**src/rtl/imem_loader_pkg.sv**
```systemverilog
// Shared definitions for the IMEM program loader: widths and the loader state type.
// The CHECK state exists only when IMEM_LOADER_CHECKSUM_EN is defined.
package imem_loader_pkg;

   localparam int unsigned WORD_W  = 16;
   localparam int unsigned IMEM_AW = 16;

   typedef enum logic [3:0] {
      ST_IDLE,
      ST_LEN_HI,
      ST_LEN_LO,
      ST_DATA_HI,
      ST_DATA_LO,
      ST_WRITE,
`ifdef IMEM_LOADER_CHECKSUM_EN
      ST_CHECK,
`endif
      ST_DONE,
      ST_ERR
   } ld_state_e;

endpackage

```
**src/rtl/imem_loader_word_asm.sv**
```systemverilog
// Captures the HI/LO payload bytes into one big-endian 16-bit word.
// With IMEM_LOADER_CHECKSUM_EN it also keeps a running XOR of every payload byte.
module loader_word_asm
   import imem_loader_pkg::*;
(
   input  logic              clk,
   input  logic              reset,
   input  logic              clear,
   input  logic              hi_en,
   input  logic              lo_en,
   input  logic [7:0]        byte_in,
   output logic [WORD_W-1:0] word
`ifdef IMEM_LOADER_CHECKSUM_EN
   ,
   output logic [7:0]        xor_sum
`endif
);

   logic [7:0]        hi_q, hi_d;
   logic [WORD_W-1:0] word_q, word_d;

   always_comb begin
      hi_d   = hi_q;
      word_d = word_q;
      if (hi_en) hi_d = byte_in;
      if (lo_en) word_d = {hi_q, byte_in};
   end

   always_ff @(posedge clk or negedge reset) begin
      if (!reset) begin
         hi_q   <= '0;
         word_q <= '0;
      end else begin
         hi_q   <= hi_d;
         word_q <= word_d;
      end
   end

   assign word = word_q;

`ifdef IMEM_LOADER_CHECKSUM_EN
   logic [7:0] xor_q, xor_d;

   always_comb begin
      xor_d = xor_q;
      if (clear)               xor_d = '0;
      else if (hi_en || lo_en) xor_d = xor_q ^ byte_in;
   end

   always_ff @(posedge clk or negedge reset) begin
      if (!reset) xor_q <= '0;
      else        xor_q <= xor_d;
   end

   assign xor_sum = xor_q;
`endif

endmodule

```
**src/rtl/imem_loader.sv**
```systemverilog
// Streams a length-prefixed big-endian byte image into IMEM at ascending word addresses,
// holding the CPU until done. Optional trailing XOR check: IMEM_LOADER_CHECKSUM_EN.
module imem_loader
   import imem_loader_pkg::*;
#(
   parameter int unsigned ADDR_WIDTH = IMEM_AW,
   parameter int unsigned MAX_WORDS  = 256
) (
   input  logic                  clk,
   input  logic                  reset,
   input  logic                  start,
   input  logic [7:0]            byte_in,
   input  logic                  byte_valid,
   output logic                  byte_ready,
   output logic                  imem_we,
   output logic [ADDR_WIDTH-1:0] imem_waddr,
   output logic [WORD_W-1:0]     imem_wdata,
   output logic                  cpu_hold,
   output logic                  busy,
   output logic                  done,
   output logic                  error
);

`ifdef IMEM_LOADER_CHECKSUM_EN
   localparam ld_state_e ST_FINAL = ST_CHECK;
   logic [7:0] xor_sum;
`else
   localparam ld_state_e ST_FINAL = ST_DONE;
`endif

   ld_state_e             state_q, state_d;
   logic [ADDR_WIDTH-1:0] addr_q, addr_d;
   logic [15:0]           remain_q, remain_d;
   logic [7:0]            len_hi_q, len_hi_d;
   logic [15:0]           len_word;
   logic                  accept, hi_en, lo_en, clear_sum;

   assign byte_ready = (state_q == ST_LEN_HI)  || (state_q == ST_LEN_LO) ||
                       (state_q == ST_DATA_HI) || (state_q == ST_DATA_LO)
`ifdef IMEM_LOADER_CHECKSUM_EN
                       || (state_q == ST_CHECK)
`endif
                       ;
   assign accept   = byte_valid && byte_ready;
   assign len_word = {len_hi_q, byte_in};

   always_comb begin
      state_d   = state_q;
      addr_d    = addr_q;
      remain_d  = remain_q;
      len_hi_d  = len_hi_q;
      hi_en     = 1'b0;
      lo_en     = 1'b0;
      clear_sum = 1'b0;
      unique case (state_q)
         ST_IDLE, ST_DONE, ST_ERR: begin
            if (start) begin
               state_d   = ST_LEN_HI;
               addr_d    = '0;
               clear_sum = 1'b1;
            end
         end
         ST_LEN_HI: begin
            if (accept) begin
               len_hi_d = byte_in;
               state_d  = ST_LEN_LO;
            end
         end
         ST_LEN_LO: begin
            if (accept) begin
               remain_d = len_word;
               if (32'(len_word) > MAX_WORDS) state_d = ST_ERR;
               else if (len_word == 16'd0)    state_d = ST_FINAL;
               else                           state_d = ST_DATA_HI;
            end
         end
         ST_DATA_HI: begin
            if (accept) begin
               hi_en   = 1'b1;
               state_d = ST_DATA_LO;
            end
         end
         ST_DATA_LO: begin
            if (accept) begin
               lo_en   = 1'b1;
               state_d = ST_WRITE;
            end
         end
         ST_WRITE: begin
            addr_d   = addr_q + ADDR_WIDTH'(1);
            remain_d = remain_q - 16'd1;
            state_d  = (remain_q == 16'd1) ? ST_FINAL : ST_DATA_HI;
         end
`ifdef IMEM_LOADER_CHECKSUM_EN
         ST_CHECK: begin
            if (accept) state_d = (byte_in == xor_sum) ? ST_DONE : ST_ERR;
         end
`endif
         default: state_d = ST_IDLE;
      endcase
   end

   always_ff @(posedge clk or negedge reset) begin
      if (!reset) begin
         state_q  <= ST_IDLE;
         addr_q   <= '0;
         remain_q <= '0;
         len_hi_q <= '0;
      end else begin
         state_q  <= state_d;
         addr_q   <= addr_d;
         remain_q <= remain_d;
         len_hi_q <= len_hi_d;
      end
   end

   loader_word_asm u_word_asm (
      .clk     (clk),
      .reset   (reset),
      .clear   (clear_sum),
      .hi_en   (hi_en),
      .lo_en   (lo_en),
      .byte_in (byte_in),
      .word    (imem_wdata)
`ifdef IMEM_LOADER_CHECKSUM_EN
      ,
      .xor_sum (xor_sum)
`endif
   );

   // ERR keeps the CPU held so a rejected image never runs.
   assign imem_we    = (state_q == ST_WRITE);
   assign imem_waddr = addr_q;
   assign done       = (state_q == ST_DONE);
   assign error      = (state_q == ST_ERR);
   assign cpu_hold   = (state_q != ST_IDLE) && (state_q != ST_DONE);
   assign busy       = (state_q != ST_IDLE) && (state_q != ST_DONE) && (state_q != ST_ERR);

endmodule

```
**config.mk**
```make
export PLATFORM = sky130hd
export DESIGN_NAME = imem_loader
export DESIGN_NICKNAME = d
export VERILOG_FILES = /design/src/rtl/imem_loader_pkg.sv /design/src/rtl/imem_loader_word_asm.sv /design/src/rtl/imem_loader.sv
export SDC_FILE = /design/constraint.sdc
export NUM_CORES = 1
export LEC_CHECK = 0
export BUFFER_PORTS_ARGS = -buffer_cell sky130_fd_sc_hd__buf_2
export CORE_MARGIN = 2
export CORE_UTILIZATION = 60
export DETAILED_ROUTE_END_ITERATION = 8
export PLACE_DENSITY = 0.95
export SLEW_MARGIN = 40
export SYNTH_ARGS = -nofsm -noshare
export SYNTH_HDL_FRONTEND = slang
export SYNTH_SLANG_ARGS = --single-unit
```
**constraint.sdc**
```tcl
create_clock -name clk -period 4.03 [get_ports clk]
set_input_delay 0.403 -clock clk [delete_from_list [all_inputs] [get_ports clk]]
set_output_delay 0.403 -clock clk [all_outputs]
set_load 0.05 [all_outputs]
```
## Word level (Yosys, flattened, before mapping)

Cells that the tools add are included.

| word-level totals | value |
|---|---|
| bits in registers | 68 |
| output and inout port bits | 38 |
| word-level logic and storage cells | 56 |

| operators by class | value |
|---|---|
| reductions and logical operators | 16 |
| equality and inequality tests | 15 |
| $add $sub $neg | 2 |
| $lt $le $gt $ge | 1 |
| muxes and demuxes | 16 |

Operator list:

| kind | number |
|---|---|
| one-hot mux 16 bit (2 select lines) | 2 |
| 2-to-1 mux 16 bit | 2 |
| one-hot mux 4 bit (6 select lines) | 1 |
| 2-to-1 mux 4 bit | 5 |
| adder 16 x 1 -> 16 bit (second input constant) | 1 |
| equality test 16 x 1 -> 1 bit (second input constant) | 1 |
| equality test 4 x 3 -> 1 bit (second input constant) | 4 |
| greater-than comparator 16 x 9 -> 1 bit (second input constant) | 1 |
| zero test 16 bit | 1 |
| subtractor 16 x 1 -> 16 bit (second input constant) | 1 |
| != test 2 bit (second input constant) | 5 |
| 2-to-1 mux 3 bit | 3 |
| equality test 4 x 2 -> 1 bit (second input constant) | 2 |
| != test 4 x 3 -> 1 bit (second input constant) | 2 |
| AND reduction 2 bit | 3 |
| AND reduction 5 bit | 1 |
| equality test 4 x 1 -> 1 bit (second input constant) | 1 |
| zero test 4 bit | 1 |
| nonzero test 2 bit | 2 |
| nonzero test 4 bit | 1 |
| logical AND 1 bit | 3 |
| logical OR 1 bit | 3 |
| 2-to-1 mux 1 bit | 3 |
| OR reduction 3 bit | 1 |

## Longest topological paths before layout

Gate-level depths: netlist of run 1.

| logic depth | value |
|---|---|
| depth in word-level cells | 7 |
| mapped depth | 7 |

## Cells and area by module

Synthesis of run 1 repeated with hierarchy kept, for this count alone.

| unflattened totals | value |
|---|---|
| cell total of the unflattened synthesis | 309 |
| area total of the unflattened synthesis | 3,457.1 um2 |

By module, submodules not included:

| module | cells an instance | times used | area an instance (um2) |
|---|---|---|---|
| imem_loader | 258 | 1 | 2,512.4 |
| loader_word_asm | 51 | 1 | 944.7 |

## Least setup slack after synthesis of run 1

No wires, ideal clock.

| timing | value |
|---|---|
| kind | register to register |
| start | reg addr_q[0], in the netlist imem_waddr[0] |
| end | reg addr_q[14], in the netlist imem_waddr[14] |
| setup time | 0.149 ns |
| slack | 2.050 ns |
| period minus slack after synthesis | 1.980 ns |
| path buffers | 0 |
| arrival | 1.831 ns |
| cell stages (with the launch flop) | 7 |
| path through | dfrtp_1 ha_1 and3_1 nand3_1 nor3_1 nand3_1 mux2i_1 |

| on the way | value |
|---|---|
| longest elaborated chain between the ends | 2 |

Ends and longest elaborated chain:

| element | RTL line | RTL |
|---|---|---|
| start: declaration | imem_loader.sv:32 | `logic [ADDR_WIDTH-1:0] addr_q, addr_d;` |
| start signal: assignment | imem_loader.sv:111 | `addr_q <= addr_d;` |
| adder 16 x 1 -> 16 bit | imem_loader.sv:90 | `addr_d = addr_q + ADDR_WIDTH'(1);` |
| one-hot mux 16 bit (2 select lines) | imem_loader.sv:55 | `unique case (state_q)` |

Every way passes these cells.
A chain may end at the register's enable or synchronous reset.

## Worst setup path after layout of run 1

| timing | value |
|---|---|
| start | reg state_q[1] |
| end | out imem_we |

| on the way | value |
|---|---|
| longest elaborated chain between the ends | 1 |

Ends and longest elaborated chain:

| element | RTL line | RTL |
|---|---|---|
| start: declaration | imem_loader.sv:31 | `ld_state_e state_q, state_d;` |
| start signal: assignment | imem_loader.sv:110 | `state_q <= state_d;` |
| equality test 4 x 3 -> 1 bit | imem_loader.sv:132 | `assign imem_we = (state_q == ST_WRITE);` |
| end: declaration | imem_loader.sv:15 | `output logic imem_we,` |

Every way passes these cells.

==> impl_results.md, run 1 <==
* Placer congestion estimate at 0.9425
* Yosys reg bits at 67
* Yosys cell types at 50
* Syn Nets at 314
* Leak at between 1.5 and 2 nW
* Final Hold Fails at 0
* Post-Syn Area per Cell at 10.79 µm²
* Row count at 26
* Yosys top cell by area: dfrtp_1
* Fmax at 418.9 MHz
* Buffers on Ports at 49
* Vias in the first global route at 2,502
* Filler cells at about 350
* Cell with the most instances after synthesis: dfrtp_1
* CTS Buf Count at 9
* Max-Slew Margin vs Limit at ~55%
* Root Driver: clkbuf_8
* PostCTS Resize Cnt at 0
* Worst skew pair latency at 0.35 ns
* H-tree levels at 3
* CTS sink cnt at 67
* Worst IR drop on VDD at 0.7052 mV
* Drt first pass iters at 5
* Final period util at 59.24%
* WL per Instance at 17.19 µm
* Post-synthesis sequential area ratio at 51.98%
* CP arrival at 1.98 ns
* Worst Skew at slightly above 0.008 ns
* Setup-failing EPs final at 0
* Post-route DRC violation count at 0
* WS Path Type: reg2out
* Initial drt markers at just under 300
* Antenna cells at 0
* Post-synth top cells: dfrtp_1, mux2_2, nand2_1
* Post-CTS setup buffer count at 0
* EDFF count, synth at 0
* Die area at 5978 µm²
* Critical path's slowest cell: dfrtp_1
* R2R setup slack at around 1.8 ns
* Max Buffers Root-to-Sink at 2
* Max Cap Violations at 0
* Critical path required time at 3.63 ns
* Die Y at between 70 and 80 µm
* Layout cell share with drive strength beyond 1 at a little under a third
* CTS Hold Buffers Added at 0
* Detail Route Antenna Nets at 0
* Via density at 6.290
* WL final at 7338 µm
* Top post-synthesis cells by area: dfrtp_1, mux2_2, nand2_1, nand3_1, nor2_1
* Yosys Warn Count at 0
* Leading register cell type out of synthesis: dfrtp_1
* TritonCTS clock tree: yes
* Pin count of the biggest net entering global routing at 45
* Clock slew at reported path FFs at ~0.080 ns
* Actual slew at the worst max-slew pin at 0.6679 ns
* Status: finished clean
* Max stage delay on crit path at 0.52 ns
* Overall die width at 77.32 µm
* Overall power at 3.101 mW
* Post-synthesis cell count at approximately 300
* Initial antenna violation count at 0
* CP top delay family: buffers and inverters
* Critical-path cell list: nand3b_1 -> buf_4 -> inv_1 -> buf_2
* Setup crit start kind: register
* Final min period at 2.387 ns
* Pwr per Cell Area at 827.7 nW/µm²
* P&R area growth vs syn at 16.14%
* Vias after detailed routing at between 2k and 3k
* Initial Util at 62.76%
* CP Buf/Inv Count at 3
* Number of I/O pins at 50
* Slew Viols, Final at 0
* Setup crit end kind: output port
* Unrepaired setup endpoints after global routing: no
* Global Route Usage Sum at 26.56%
* Critical path fanouts, max at 25
* Core area at around 5000 µm²
* Synth Cell Area at 3226 µm²
* Nets at around 370
* Asr flop ratio synth at 100.0%
* HPWL after DPL at 5008 µm
* Worst hold path type: in2async
* Global route overflow at 0
* First-pass GRT wire length at 12,380 µm
* Area share of the largest cell type after synthesis at 51.98%
* Setup TNS at 0 ns
## final timing paths
kind | depth (start not counted) | endpoint | startpoint
min | 1 | remain_q[9] | reset
min in group clk | 2 | state_q[2] | byte_valid
max in group asynchronous | 2 | remain_q[0] | reset
max | 4 | imem_we | state_q[1]
min reg2reg | 1 | imem_waddr[15] | imem_waddr[15]
max reg2reg | 5 | remain_q[14] | state_q[0]
## layout make-up
cell class	count	area, µm²	area share [%]
Inverter	6	22.52	0.6012
Multi-Input combinational cell	216	1486	39.68
Clock inverter	5	61.31	1.637
Tap cell	70	87.58	2.338
Sequential cell	67	1677	44.76
Timing Repair Buffer	52	270.3	7.214
Clock buffer	11	141.4	3.774
## cells in the final DEF (no fill, tap or decap), types with 6 or more instances in the layout
cell / instances
dfrtp_1: 67
nor4_1: 7
mux2_2: 32
mux2i_1: 6
buf_2: 48
nand2b_1: 6
nand3_1: 18
nor2_1: 19
inv_1: 6
nand2_1: 30
o21ai_0: 14
and3_1: 7
a21oi_1: 6
nor3_1: 11
clkbuf_8: 10
## worst reg2reg max path: cells and delay by family, from the launching register on
kind / cells / cell delay, ns
AO/OA/AOI/OAI: 2 / 0.43
flip-flops: 1 / 0.56
AND/OR/NAND/NOR: 3 / 1.09
## power by group
part	total, mW	switching [mW]	internal, mW
Sequential	1.22	0.281	0.942
Combinational	1.31	0.854	0.451
Clock	0.573	0.268	0.305
## layer usage
| layer | vias to the layer above | global-route usage (%) | wire length [µm] |
|---|---|---|---|
| met3 | 26 | 6.235 | 566 |
| met1 | 1299 | 36.12 | 2961 |
| met5 | - | 0 | 0 |
| met2 | 143 | 41.83 | 3658 |
| met4 | 0 | 9.821 | 150 |
| li1 | 1218 | - | - |
## stage by stage
stage / cell area (µm²) / hold slack (ns) / utilization (%) / std cells / worst slack [ns]
floorplan: 3226 / 0.1074 / - / 299 / 2.050
global placement: 3541 / 0.4543 / 68.89 / 411 / 2.026
detailed placement: 3543 / 0.4390 / 68.94 / 411 / 1.874
CTS: 3746 / 0.06045 / 72.88 / 427 / 1.659
global route: 3746 / 0.08737 / 72.88 / 427 / 1.536
finish: 3746 / 0.04386 / 72.88 / 427 / 1.643
## state kept, by name, indices dropped and copies added (netlist names)
register / count
imem_waddr: 16
remain_q: 16
u_word_asm.word: 16
len_hi_q: 8
u_word_asm.hi_q: 8
state_q: 3
## cell families (layout without fill, tap and decap cells)
| group | Yosys count | count (layout) | synth area share (%) |
|---|---|---|---|
| AND/OR/NAND/NOR | 121 | 121 | 19.98 |
| flip-flops | 67 | 67 | 51.98 |
| multiplexers | 38 | 38 | 13.03 |
| adder cells (fa/ha/maj) | 3 | 3 | 1.164 |
| buffers and inverters | 16 | 74 | 1.939 |
| XOR/XNOR | 2 | 2 | 0.5432 |
| AO/OA/AOI/OAI | 52 | 52 | 11.37 |
Power figures use the tool's default switching activity.
==> run 2, diff against run 1 <==
--- a/config.mk
+++ b/config.mk
@@ -5,11 +5,12 @@
 export SDC_FILE = /design/constraint.sdc
 export NUM_CORES = 1
 export LEC_CHECK = 0
+export ABC_AREA = 1
 export BUFFER_PORTS_ARGS = -buffer_cell sky130_fd_sc_hd__buf_2
 export CORE_MARGIN = 2
-export CORE_UTILIZATION = 60
+export CORE_UTILIZATION = 57
 export DETAILED_ROUTE_END_ITERATION = 8
-export PLACE_DENSITY = 0.95
+export PLACE_DENSITY = 0.9
 export SLEW_MARGIN = 40
 export SYNTH_ARGS = -nofsm -noshare
 export SYNTH_HDL_FRONTEND = slang
==> constraint.sdc (replaced) <==
create_clock -name clk -period 2.4 [get_ports clk]
set_input_delay 0.24 -clock clk [delete_from_list [all_inputs] [get_ports clk]]
set_output_delay 0.24 -clock clk [all_outputs]
set_load 0.05 [all_outputs]
==> impl_results.md, run 2 <==
* Status: finished clean (unchanged)
* Worst IR drop on VDD at 1.022 mV (was 0.7052 mV)
* CP arrival at 1.88 ns (was 1.98 ns)
* Global route overflow at 0 (unchanged)
* Buffers on Ports at 49 (unchanged)
* Pin count of the biggest net entering global routing at 29 (was 45)
* Overall power at 6.083 mW (was 3.101 mW)
* Detail Route Antenna Nets at 0 (unchanged)
* Yosys Warn Count at 0 (unchanged)
* Syn Nets at 478 (was 314)
* Initial Util at 59.16% (was 62.76%)
* Setup crit start kind: register (unchanged)
* Top post-synthesis cells by area: dfrtp_1, nand2_1, o21ai_0, nor2_1, inv_1 (was dfrtp_1, mux2_2, nand2_1, nand3_1, nor2_1)
* First-pass GRT wire length at 14,190 µm (was 12,380 µm)
* EDFF count, synth at 0 (unchanged)
* Drt first pass iters at 5 (unchanged)
* Number of I/O pins at 50 (unchanged)
* Max stage delay on crit path at 0.46 ns (was 0.52 ns)
* Post-synthesis cell count at 463 (was 299)
* Final Hold Fails at 0 (unchanged)
* Die Y at 82.62 µm (was 77.32 µm)
* CTS sink cnt at 67 (unchanged)
* Die area at 6826 µm² (was 5978 µm²)
* Placer congestion estimate at 0.9687 (was 0.9425)
* Slew Viols, Final at 0 (unchanged)
* Core area at 5956 µm² (was 5140 µm²)
* Overall die width at 82.62 µm (was 77.32 µm)
* WL final at 8622 µm (was 7338 µm)
* Critical-path cell list: inv_1 -> nor2_2 -> nand2_2 -> inv_2 -> buf_2 (was nand3b_1 -> buf_4 -> inv_1 -> buf_2)
* Critical path required time at 2.16 ns (was 3.63 ns)
* Setup TNS at 0 ns (unchanged)
* Post-route DRC violation count at 0 (unchanged)
* Post-synth top cells: nand2_1, dfrtp_1, nor2_1 (was dfrtp_1, mux2_2, nand2_1)
* Worst Skew at 0.008179 ns (was 0.008078 ns)
* Yosys cell types at 32 (was 50)
* Antenna cells at 0 (unchanged)
* CTS Buf Count at 9 (unchanged)
* Worst skew pair latency at 0.35 ns (about the same)
* Cell with the most instances after synthesis: nand2_1 (was dfrtp_1)
* Row count at 28 (was 26)
* Final min period at 2.124 ns
* Nets at 533 (was 367)
* WS Path Type: reg2out (unchanged)
* Initial antenna violation count at 0 (unchanged)
* Root Driver: clkbuf_8 (unchanged)
* Post-Syn Area per Cell at 7.610 µm² (was 10.79 µm²)
* Yosys top cell by area: dfrtp_1 (unchanged)
* Post-CTS setup buffer count at 0 (unchanged)
* Critical path's slowest cell: dfrtp_1 (unchanged)
* Yosys reg bits at 67 (unchanged)
* Max Buffers Root-to-Sink at 2 (unchanged)
* P&R area growth vs syn at 15.13% (was 16.14%)
* Leak at 2.044 nW (was 1.685 nW)
* Most frequent cells in the layout: nand2_1, dfrtp_1, nor2_1 (was dfrtp_1, buf_2, mux2_2)
* Asr flop ratio synth at 100.0% (unchanged)
* Critical path fanouts, max at 28 (was 25)
* Synth Cell Area at 3523 µm² (was 3226 µm²)
* Final hold slack at 0.2255 ns (was 0.04386 ns)
* Layout cell share with drive strength beyond 1 at 16.63% (was 31.37%)
* Global Route Usage Sum at 27.41% (was 26.56%)
* Final period util at between 80% and 90%
* Leading register cell type out of synthesis: dfrtp_1 (unchanged)
* Via density at 5.607 (was 6.290)
* Actual slew at the worst max-slew pin at 0.6405 ns (was 0.6679 ns)
* HPWL after DPL at 6158 µm (was 5008 µm)
* WL per Instance at 14.42 µm (was 17.19 µm)
* Area share of the largest cell type after synthesis at 47.59% (was 51.98%)
* TritonCTS clock tree: yes (unchanged)
* Fmax at 470.8 MHz
* H-tree levels at 3 (unchanged)
* Vias after detailed routing at 3,353 (was 2,686)
* Initial drt markers at 276 (was 291)
* Clock slew at reported path FFs at 0.08 ns (about the same)
* Final Core Density at 68.11% (was 72.88%)
* Worst hold path type: in2reg (was in2async)
* Pwr per Cell Area at 1500 nW/µm² (was 827.7 nW/µm²)
* Max-Slew Margin vs Limit at 57.17% (was 55.31%)
* Post-synthesis sequential area ratio at 47.59% (was 51.98%)
* Max Cap Violations at 0 (unchanged)
* Setup crit end kind: output port (unchanged)
* Vias in the first global route at 3,147 (was 2,502)
* Most common cell after layout, fill and taps aside: nand2_1 (was dfrtp_1)
* Setup-failing EPs final at 0 (unchanged)
* Unrepaired setup endpoints after global routing: no (unchanged)
==> run 2: changes by cell type in the layout (fill, tap and decap cells not counted), moves of 4 or more <==
cell	delta
inv_2	+4
inv_1	+40
nor2_1	+43
o21ai_0	+45
nand2_1	+100
nor4_1	-7
nor3_1	-8
and3_1	-7
mux2i_1	-6
nand2b_1	-6
nand3_1	+15
mux2_2	-24
==> run 2: cells by family (layout without fill, tap and decap cells) <==
logic type | after synthesis | in the layout | synth area share [%]
fa+ha+maj | 3 | 3 | 1.065
simple gates | 243 | 243 | 28.91
compound gates | 80 | 80 | 12.04
mux | 8 | 8 | 2.557
xor+xnor | 3 | 3 | 0.7459
flops | 67 | 67 | 47.59
buf+inv | 59 | 119 | 7.102
==> run 2: power breakdown <==
group | internal, mW | switching, mW | total (mW)
clock network | 0.589 | 0.470 | 1.06
logic | 0.766 | 2.17 | 2.94
registers | 1.63 | 0.462 | 2.09
==> run 2: through the flow <==
stage	setup WS (ns)	area, µm²	std cells
final	0.2760	4056	598
after detailed placement	0.6915	3822	581
after global routing	0.1272	4056	598
after floorplan	0.4603	3523	463
after CTS	0.3145	4056	598
after global placement	0.7730	3822	581
==> run 2: layout make-up <==
cell class	instances	area (µm²)
Tap cell	75	93.84
Multi-Input combinational cell	337	1597
Timing Repair Buffer	53	277.8
Fill cell	479	1899
Clock inverter	7	100.1
Clock buffer	9	123.9
Inverter	50	187.7
Sequential cell	67	1677
==> run 2: final timing paths <==
check / to / slack (ns) / start / cells past startpoint
min: u_word_asm.word[7] / 0.23 / byte_in[7] / 3
min in group asynchronous: u_word_asm.hi_q[0] / 0.43 / reset / 2
max: imem_we / 0.28 / state_q[0] / 5
min reg2reg: u_word_asm.word[4] / 0.48 / u_word_asm.word[4] / 2
max reg2reg: remain_q[9] / 0.61 / state_q[0] / 8
max in group asynchronous: len_hi_q[6] / 1.27 / reset / 3
==> run 2: repair_timing <==
action                                 in CTS  in global routing
endpoints found under the hold margin      24                  0
gates resized for setup                     0                  0
hold buffers                                1                  0
==> run 2: per-layer routing <==
layer | up-vias | track usage (%) | routed length, µm
met3 | 21 | 6.848 | 633
met1 | 1573 | 33.48 | 3520
met5 | - | 0 | 0
li1 | 1607 | - | -
met4 | 0 | 8.033 | 178
met2 | 152 | 47.98 | 4288
==> run 2: worst max-delay path: cells and delay by family (launching register included) <==
family                 cells  cell delay [ns]
buffers and inverters      3             0.85
DFF                        1             0.46
and+or+nand+nor            2             0.23
